File: src/rtl/arith_pkg.sv
// Shared types for the sequential arithmetic unit: op codes, FSM states
// and the result-width helper.
package arith_pkg;

   typedef enum logic [2:0] {
      OP_ADD = 3'd0,
      OP_SUB = 3'd1,
      OP_MUL = 3'd2,
      OP_DIV = 3'd3,
      OP_MOD = 3'd4,
      OP_POW = 3'd5
   } arith_op_e;

   typedef enum logic [1:0] {
      ST_IDLE = 2'd0,
      ST_BUSY = 2'd1,
      ST_DONE = 2'd2
   } state_e;

   localparam int RES_MULT = 2;

   function automatic int res_width(input int w);
      return RES_MULT * w;
   endfunction

endpackage

File: src/rtl/arith_divider.sv
// Iterative restoring divider: one quotient bit per cycle, MSB first.
// quotient/remainder/done show the final iteration's values combinationally.
module arith_divider #(
   parameter int W = 4
) (
   input  logic         clk,
   input  logic         rst_n,
   input  logic         start,
   input  logic [W-1:0] dividend,
   input  logic [W-1:0] divisor,
   output logic         done,
   output logic [W-1:0] quotient,
   output logic [W-1:0] remainder,
   output logic         dbz
);

   localparam int CW = $clog2(W);

   logic          r_busy;
   logic [CW-1:0] r_cnt;
   logic [W-1:0]  r_q;
   logic [W-1:0]  r_rem;
   logic [W-1:0]  r_d;

   logic [W:0]    w_shift;
   logic          w_ge;
   logic [W-1:0]  w_rem_next;
   logic [W-1:0]  w_q_next;

   // A zero divisor always compares ge, giving all-ones quotient and rem == dividend.
   assign w_shift    = {r_rem, r_q[W-1]};
   assign w_ge       = (w_shift >= {1'b0, r_d});
   assign w_rem_next = w_ge ? (w_shift[W-1:0] - r_d) : w_shift[W-1:0];
   assign w_q_next   = {r_q[W-2:0], w_ge};

   assign done      = r_busy & (r_cnt == CW'(W-1));
   assign quotient  = w_q_next;
   assign remainder = w_rem_next;
   assign dbz       = (r_d == '0);

   always_ff @(posedge clk or negedge rst_n) begin
      if (!rst_n) begin
         r_busy <= 1'b0;
         r_cnt  <= '0;
         r_q    <= '0;
         r_rem  <= '0;
         r_d    <= '0;
      end else if (start) begin
         r_busy <= 1'b1;
         r_cnt  <= '0;
         r_q    <= dividend;
         r_rem  <= '0;
         r_d    <= divisor;
      end else if (r_busy) begin
         r_cnt  <= r_cnt + 1'b1;
         r_q    <= w_q_next;
         r_rem  <= w_rem_next;
         if (done) begin
            r_busy <= 1'b0;
         end
      end
   end

endmodule

File: src/rtl/seq_arith_unit.sv
// Handshaked arithmetic unit: FSM, single-cycle datapath and POW iterator.
// Define ARITH_POW_EN to build the POW operation; otherwise op 5 is illegal.
module seq_arith_unit
   import arith_pkg::*;
#(
   parameter int W = 4
) (
   input  logic                clk,
   input  logic                rst_n,
   input  logic                in_valid,
   output logic                in_ready,
   input  logic [2:0]          in_op,
   input  logic [W-1:0]        in_a,
   input  logic [W-1:0]        in_b,
   output logic                out_valid,
   input  logic                out_ready,
   output logic [2*W-1:0]      out_result,
   output logic                out_zero,
   output logic                out_neg,
   output logic                out_dbz,
   output logic                out_ovf,
   output logic                out_err
);

   localparam int RW = res_width(W);

   state_e        r_state, w_state_next;
   logic [2:0]    r_op;
   logic [RW-1:0] r_result;
   logic          r_zero, r_neg, r_dbz, r_ovf, r_err;

   logic          w_accept, w_in_long, w_start_div, w_r_isdiv, w_last;
   logic [RW-1:0] w_short_res, w_long_res, w_pow_res;
   logic          w_short_neg, w_short_err, w_pow_last, w_pow_ovf;
   logic          w_div_done, w_div_dbz;
   logic [W-1:0]  w_quot, w_rem;

   assign w_accept    = in_valid & in_ready;
   assign w_start_div = w_accept & ((in_op == OP_DIV) | (in_op == OP_MOD));
   assign w_r_isdiv   = (r_op == OP_DIV) | (r_op == OP_MOD);
   assign w_last      = w_r_isdiv ? w_div_done : w_pow_last;

`ifdef ARITH_POW_EN
   localparam int QW = 4 * W;
   localparam int CW = $clog2(W);

   logic [RW-1:0] r_acc;
   logic          r_acc_ovf;
   logic [W-1:0]  r_a, r_exp;
   logic [CW-1:0] r_cnt;
   logic [QW-1:0] w_sq, w_mul;
   logic          w_bit;

   assign w_in_long  = (in_op == OP_DIV) | (in_op == OP_MOD) | (in_op == OP_POW);
   assign w_bit      = r_exp[W-1];
   assign w_sq       = QW'(r_acc) * QW'(r_acc);
   assign w_mul      = QW'(w_sq[RW-1:0]) * QW'(r_a);
   assign w_pow_res  = w_bit ? w_mul[RW-1:0] : w_sq[RW-1:0];
   assign w_pow_ovf  = r_acc_ovf | (|w_sq[QW-1:RW]) | (w_bit & (|w_mul[QW-1:RW]));
   assign w_pow_last = (r_cnt == CW'(W-1));

   always_ff @(posedge clk or negedge rst_n) begin
      if (!rst_n) begin
         r_acc     <= '0;
         r_acc_ovf <= 1'b0;
         r_a       <= '0;
         r_exp     <= '0;
         r_cnt     <= '0;
      end else if (w_accept) begin
         r_acc     <= RW'(1);
         r_acc_ovf <= 1'b0;
         r_a       <= in_a;
         r_exp     <= in_b;
         r_cnt     <= '0;
      end else if (r_state == ST_BUSY) begin
         r_acc     <= w_pow_res;
         r_acc_ovf <= w_pow_ovf;
         r_exp     <= {r_exp[W-2:0], 1'b0};
         r_cnt     <= r_cnt + 1'b1;
      end
   end
`else
   assign w_in_long  = (in_op == OP_DIV) | (in_op == OP_MOD);
   assign w_pow_res  = '0;
   assign w_pow_ovf  = 1'b0;
   assign w_pow_last = 1'b0;
`endif

   arith_divider #(.W(W)) u_div (
      .clk       (clk),
      .rst_n     (rst_n),
      .start     (w_start_div),
      .dividend  (in_a),
      .divisor   (in_b),
      .done      (w_div_done),
      .quotient  (w_quot),
      .remainder (w_rem),
      .dbz       (w_div_dbz)
   );

   always_comb begin
      w_short_res = '0;
      w_short_neg = 1'b0;
      w_short_err = 1'b0;
      case (in_op)
         OP_ADD:  w_short_res = RW'(in_a) + RW'(in_b);
         OP_SUB: begin
            w_short_res = RW'(in_a) - RW'(in_b);
            w_short_neg = (in_a < in_b);
         end
         OP_MUL:  w_short_res = RW'(in_a) * RW'(in_b);
         default: w_short_err = 1'b1;
      endcase
   end

   always_comb begin
      w_long_res = w_pow_res;
      if (r_op == OP_DIV) begin
         w_long_res = RW'(w_quot);
      end else if (r_op == OP_MOD) begin
         w_long_res = RW'(w_rem);
      end
   end

   always_ff @(posedge clk or negedge rst_n) begin
      if (!rst_n) begin
         r_state <= ST_IDLE;
      end else begin
         r_state <= w_state_next;
      end
   end

   always_comb begin
      w_state_next = r_state;
      case (r_state)
         ST_IDLE: if (w_accept) w_state_next = w_in_long ? ST_BUSY : ST_DONE;
         ST_BUSY: if (w_last)   w_state_next = ST_DONE;
         ST_DONE: if (out_ready) w_state_next = ST_IDLE;
         default: w_state_next = ST_IDLE;
      endcase
   end

   always_comb begin
      in_ready  = (r_state == ST_IDLE);
      out_valid = (r_state == ST_DONE);
   end

   // Result and flags only move on entry to DONE.
   always_ff @(posedge clk or negedge rst_n) begin
      if (!rst_n) begin
         r_op     <= '0;
         r_result <= '0;
         r_zero   <= 1'b0;
         r_neg    <= 1'b0;
         r_dbz    <= 1'b0;
         r_ovf    <= 1'b0;
         r_err    <= 1'b0;
      end else if (w_accept) begin
         r_op <= in_op;
         if (!w_in_long) begin
            r_result <= w_short_res;
            r_zero   <= (w_short_res == '0);
            r_neg    <= w_short_neg;
            r_dbz    <= 1'b0;
            r_ovf    <= 1'b0;
            r_err    <= w_short_err;
         end
      end else if ((r_state == ST_BUSY) && w_last) begin
         r_result <= w_long_res;
         r_zero   <= (w_long_res == '0);
         r_neg    <= 1'b0;
         r_dbz    <= w_r_isdiv & w_div_dbz;
         r_ovf    <= ~w_r_isdiv & w_pow_ovf;
         r_err    <= 1'b0;
      end
   end

   assign out_result = r_result;
   assign out_zero   = r_zero;
   assign out_neg    = r_neg;
   assign out_dbz    = r_dbz;
   assign out_ovf    = r_ovf;
   assign out_err    = r_err;

endmodule
File: config.mk
export PLATFORM = sky130hd
export DESIGN_NAME = seq_arith_unit
export DESIGN_NICKNAME = d
export VERILOG_FILES = /design/src/rtl/arith_pkg.sv /design/src/rtl/arith_divider.sv /design/src/rtl/seq_arith_unit.sv
export SDC_FILE = /design/constraint.sdc
export NUM_CORES = 1
export LEC_CHECK = 0
export CAP_MARGIN = 20
export CORE_AREA = 2 2 92 72
export DETAILED_ROUTE_END_ITERATION = 8
export DIE_AREA = 0 0 94 74
export HOLD_SLACK_MARGIN = 0.08
export PLACE_DENSITY = 0.67
export SYNTH_ARGS = -nofsm -noshare
export SYNTH_HDL_FRONTEND = slang
export SYNTH_HIERARCHICAL = 1
export SYNTH_SLANG_ARGS = --single-unit
export TNS_END_PERCENT = 1
File: constraint.sdc
create_clock -name clk -period 1.88 [get_ports clk]
set_input_delay 0.564 -clock clk [delete_from_list [all_inputs] [get_ports clk]]
set_output_delay 0.564 -clock clk [all_outputs]
set_load 0.03 [all_outputs]
* Yosys cells after proc, flatten, opt, wreduce, memory -nomap -nowiden
Index checks and enable logic that the tools add are counted.
** Storage, ports and cells
- Input port bits :: 15
- Memories :: 0
- Bits in writable memories :: 0
- Output and inout port bits :: 15
- Flip-flop bits (word level) :: 33
- ROM bits :: 0
- Bits in latches :: 0
** Operators by class
- Bitwise gates (word level) :: 6
- $mul :: 1
- Magnitude comparators :: 2
- Reduce and logical (&&, ||, !) cells :: 11
- Add/subtract/negate cells :: 4
- Shift operators :: 0
- Eq/ne operators :: 13
- Div/mod/pow operators :: 0
- Mux-type cells :: 36
** Operators with widths (number)
- $mux W4 :: 7
- $mux W8 :: 3
- $pmux W8 S3 :: 1
- $mux W1 :: 18
- $logic_not A8 Y1 :: 2
- $mux W2 :: 6
- $eq A3 B2 Y1 const B :: 3
- $mul A4 B4 Y8 :: 1
- $eq A3 B3 Y1 const B :: 2
- $pmux W2 S3 :: 1
- $add A4 B4 Y5 :: 1
- $ge A5 B4 Y1 :: 1
- $sub A4 B4 Y5 :: 1
- $and A1 B1 Y1 :: 4
- $eq A2 B2 Y1 const B :: 2
- $logic_not A4 Y1 :: 1
- $lt A4 B4 Y1 :: 1
- $ne A2 B1 Y1 const B :: 2
- $ne A2 B2 Y1 const B :: 2
- $reduce_bool A2 Y1 :: 2
- $sub A4 B4 Y4 :: 1
- $eq A3 B1 Y1 const B :: 1
- $logic_not A3 Y1 :: 1
- $reduce_and A3 Y1 :: 1
- other kinds (7) :: 8

* Logic depth before layout (Yosys ltp)
- Word-level depth :: 7
- Mapped depth :: 14
- Mapped depth without buffers :: 14

* By module
The synthesis kept the hierarchy.
** Modules (own cells, without submodules)
- seq_arith_unit :: area each 1699.1 um2, sequential area each 425.4 um2, cells each 182, instances 1
- arith_divider :: area each 929.6 um2, sequential area each 375.4 um2, cells each 96, instances 1

* Worst setup path before layout
Ideal clock, no wire load.
- Path kind :: input to register
- Start point :: input in_a[0]
- End point :: register r_zero, in the netlist out_zero
- Slack :: -1.407 ns
- Stages :: 13
- Data arrival time :: 3.209 ns
- Required time :: 1.803 ns
- Cells stage by stage :: nand2_1 fa_1 inv_1 fa_1 inv_1 fa_1 nand2b_1 a21oi_1 xnor2_1 o21ai_1 nor4_2 nand3_1 a21oi_1
** On the way
- Longest elaborated chain between the ends :: 5
- Elaborated cells between the ends (all ways) :: 7
- Those cells by class :: add/sub: 2; mul: 1; mux: 3; reduce/logical: 1
** RTL lines
- start: declaration :: RTL line seq_arith_unit.sv:13 : input logic [W-1:0] in_a,
- $mul A4 B4 Y8, or another cell as far along :: RTL line seq_arith_unit.sv:111 : OP_MUL: w_short_res = RW'(in_a) * RW'(in_b);
- $pmux W8 S3 (*) :: RTL line seq_arith_unit.sv:105 : case (in_op)
- $logic_not A8 Y1 (*) :: RTL line seq_arith_unit.sv:162 : r_zero <= (w_short_res == '0);
- $mux W1 (*) :: RTL line seq_arith_unit.sv:160 : if (!w_in_long) begin
- $mux W1 (*) :: RTL line seq_arith_unit.sv:158 : end else if (w_accept) begin
- end signal: assignment :: RTL line seq_arith_unit.sv:162
- end signal: assignment :: RTL line seq_arith_unit.sv:170 : r_zero <= (w_long_res == '0);
- end: declaration :: RTL line seq_arith_unit.sv:30 : logic r_zero, r_neg, r_dbz, r_ovf, r_err;
Mark *: on every way between the ends. The rest lies on a longest branch, timed or not. The select of a mux whose other input is x is not followed.
A chain may end at the register's enable or synchronous reset.

* Worst setup path after layout
- Start point :: input in_a[1]
- End point :: register r_zero, in the netlist out_zero
The elaborated chain is that of the path after synthesis.

==> out/results.txt <==
DR vias: 2384
Avg Vias per Cell: 5.083
Htree depth: 2
Sequential share of the synthesized area: 0.3046
Total Neg Setup Slack: -6.948 ns
Pin count of the biggest net entering global routing: 33
Tcrit/Tclk final: 1.612
Initial antenna violation count: 0
Standard-cell rows: 25
Gr usage total: 0.2128
CTS tree: yes
I/O pins: 30
Dominant synthesized flop cell: dfrtp_1
Placed Cells: 454
Status: finished with violations
Final WS setup: -1.150 ns
CP startpoint kind: input pin
Cell area after layout: 0.003901 mm2
WP data required: 2.09 ns
Post-synthesis area per instance: 9.456 um2
Xor and xnor area share after synthesis: 0.02999
DRT iter0 DRCs: 180
Unrepaired setup endpoints after global routing: yes
Fill count: 522
Congestion Overflow GR: 0
Register-to-register setup slack: -0.37 ns
Peak supply drop: 695.4 uV
Multi-input logic area: 0.001808 mm2
Final non-filler cell total: 469
Crit Path Class: input pin to flip-flop
First-pass GRT wire length: 11590 um
Reg-to-Reg End: out_zero$_DFFE_PN0P_
Worst-Margin Slew: 0.5626 ns
Die ar.: 0.006956 mm2
Synth warnings: 6
GPL Wtd Cong: 0.8842
Layout cell share with drive strength beyond 1: 0.3866
Final HPWL DP: 5247 um
1st-pass router iterations: 4
Core Area: 0.006100 mm2
Sequential cell area: 800.8 um2
Mapped cell area: 0.002629 mm2
Hold Buf Count CTS: 0
Max-Slew Margin vs Limit: 0.6215
Die height: 74 um
Clock Sinks: 32
Worst Setup End Kind: flip-flop
Post-DP Area: 0.003565 mm2
NumNets Final: 434
Post-DR wirelength/cell: 14.46 um
Post-synthesis mux area share: 0.04046
Routed Antenna Nets: 0
Clock root buffer: clkbuf_8
Port bufs: 28
Synth Area in Simple Gates: 0.1885
Synth cell types: 61
Area share of fa/ha/maj cells after synthesis: 0.1723
TritonCTS buffer count: 5
Seq cells post-synth: 32
Synth Instances: 278
Hold Crit Class: flip-flop to flip-flop
Crit-path max FO: 4
Min-delay src: out_err$_DFFE_PN0P_
Max Transition Viols Final: 0
Post-synthesis compound-gate area fraction: 0.1904
Ant diodes: 0
CP Data Arrival Time: 3.24 ns
EDFF count, synth: 0
R2R cell count: 9
Clk_lat worst skew: 0.28 ns
WL final: 6784 um
Number of global-route vias before repair: 2414
Die width: 94 um
Clock Pin Slew Worst Setup and Hold Paths: 0.07 ns
DRC errors left: 0
Post-layout minimum cycle time: 3.030 ns
Hold Path Stages: 2
Failing checks: setup timing
PD cells: 1394 mW/mm2
Final setup fails: 9
Area Overhead vs Synth: 48.41%
Synthesized Nets: 325
Starting Density: 0.4310
Max-cap check violation count: 0
Leak pwr: 0.001937 uW
Final Hold Fails: 0
Largest family of logic cells by synthesized area: compound AO/OA/AOI/OAI gates
Synth async-reset ratio: 1.000
CTS Buffer Depth: 2
Worst Clk Skew: 0.005031 ns
Origin of the critical flop-to-flop path: u_div/r_d[3]$_DFFE_PN0P_
Power, Total: 5438 uW
Fmax: 0.3300 GHz
Hold endpoint: out_err$_DFFE_PN0P_
what timing repair did:
item                       4_1_cts  5_1_grt
pin swaps                       18       14
setup endpoints to repair       33       33
buffers inserted                 5        2
resized for setup               64       32
layout by cell type (no fill, tap or decap), types with 3 or more instances in the layout:
| master | netlist | routed |
|---|---|---|
| and2_1 | 11 | 10 |
| clkbuf_8 | 0 | 5 |
| a22o_1 | 4 | 4 |
| nor3_1 | 4 | 4 |
| buf_6 | 4 | 6 |
| inv_1 | 20 | 18 |
| mux2i_1 | 5 | 5 |
| buf_4 | 7 | 80 |
| dlymetal6s2s_1 | 0 | 7 |
| o21ai_0 | 10 | 8 |
| dlygate4sd2_1 | 0 | 9 |
| nor3b_4 | 2 | 3 |
| o31ai_1 | 4 | 4 |
| dfrtp_1 | 32 | 32 |
| a21oi_2 | 1 | 3 |
| ha_4 | 0 | 5 |
| clkdlybuf4s50_1 | 0 | 3 |
| nand2b_1 | 4 | 3 |
| fa_1 | 7 | 4 |
| o211ai_1 | 3 | 3 |
| ha_1 | 25 | 18 |
| nand3_1 | 4 | 4 |
| o21ai_1 | 6 | 6 |
| xor2_1 | 3 | 3 |
| o21ai_2 | 1 | 3 |
| fa_2 | 0 | 3 |
| o21a_1 | 4 | 4 |
| a21oi_1 | 9 | 7 |
| a22oi_1 | 3 | 3 |
| nand2_1 | 31 | 28 |
| nor2_2 | 2 | 3 |
| xnor2_1 | 6 | 6 |
| buf_8 | 0 | 5 |
| nor2_1 | 22 | 21 |
routing by layer:
| metal | track usage | routed length, um |
|---|---|---|
| met5 | 0 | 0 |
| met4 | 0.04348 | 39 |
| met3 | 0.03546 | 366 |
| met2 | 0.3460 | 3102 |
| met1 | 0.3038 | 3276 |
how the worst max path moves through the flow:
stage | startpoint | end | slack, ns | cells past startpoint
floorplan | in_a[2] | out_zero$_DFFE_PN0P_ | -1.08 | 13
global placement | in_b[1] | out_zero$_DFFE_PN0P_ | -1.86 | 13
detailed placement | in_b[1] | out_zero$_DFFE_PN0P_ | -1.96 | 13
CTS | in_a[2] | out_zero$_DFFE_PN0P_ | -1.16 | 14
global route | in_b[1] | out_zero$_DFFE_PN0P_ | -1.25 | 15
finish | in_a[1] | out_zero$_DFFE_PN0P_ | -1.15 | 14
metrics by stage:
| stage | setup slack [ns] | hold WS [ns] | util |
|---|---|---|---|
| global placement | -1.857 | 0.4675 | 0.5844 |
| global route | -1.245 | 0.5039 | 0.6396 |
| detailed placement | -1.959 | 0.4765 | 0.5844 |
| CTS | -1.164 | 0.4917 | 0.6183 |
| floorplan | -1.079 | 0.2684 | - |
| finish | -1.150 | 0.4829 | 0.6396 |
power by group:
| group | internal [uW] | switching (uW) | total [uW] |
|---|---|---|---|
| Combinational | 1790 | 1770 | 3560 |
| Clock | 393 | 268 | 662 |
| Sequential | 996 | 217 | 1210 |
cells by family (layout without fill, tap and decap cells):
logic type | count (synthesis) | in the layout
buffers and inverters | 34 | 144
adders and majority gates | 32 | 32
other | 1 | 1
muxes | 10 | 10
and+or+nand+nor | 95 | 95
AOI/OAI and AO/OA | 65 | 65
xor gates and xnor gates | 9 | 9
DFF | 32 | 32
registers in the layout, indices dropped and copies added (netlist names):
signal,count
out_result,8
u_div/r_d,4
u_div/r_q,4
u_div/r_rem,4
r_op,3
r_state,2
u_div/r_cnt,2
out_dbz,1
out_err,1
out_neg,1
out_zero,1
u_div/r_busy,1
cell type report:
cell class | count | share of cell area
multi-input cells | 212 | 0.4634
repair buffers | 115 | 0.2563
flip-flops and latches | 32 | 0.2053
well taps | 81 | 0.02598
inverters | 21 | 0.02149
clock buffers | 6 | 0.01860
clock inverters | 2 | 0.008980
synthesized netlist by cell type (2+ instances only):
master	number	area (um2)
ha_1	25	312.8
xor2_1	3	26.28
nand3b_1	2	15.01
dfrtp_1	32	800.8
nor4_1	2	12.51
o31ai_1	4	30.03
a21oi_1	9	45.04
o21bai_1	2	15.01
buf_4	7	52.55
o21ai_1	6	30.03
a22o_1	4	35.03
o211ai_1	3	22.52
mux2i_1	5	50.05
o21a_1	4	30.03
nand3_1	4	20.02
nor3b_1	2	15.01
inv_1	20	75.07
mux2_2	2	22.52
a22oi_1	3	22.52
o311a_1	2	20.02
xnor2_1	6	52.55
nor2b_1	2	12.51
and3_1	2	12.51
nor2_1	22	82.58
nor3_1	4	20.02
nand2b_1	4	25.02
nand2_1	31	116.4
nor3b_4	2	37.54
and2_1	11	68.82
buf_6	4	45.04
nor2_2	2	12.51
mux2_1	3	33.78
o21ai_0	10	50.05
fa_1	7	140.1
worst max-delay path, stage by stage:
cell and delay, ns:
buf_8 0.08, nand2_4 0.04, fa_1 0.55, inv_2 0.05, fa_1 0.53, inv_2 0.05
fa_2 0.34, buf_4 0.14, buf_4 0.12, xor2_1 0.11, o211ai_1 0.16, nor4_2 0.25
nand3_1 0.10, a21oi_1 0.15
(Power assumes the default switching activity.)
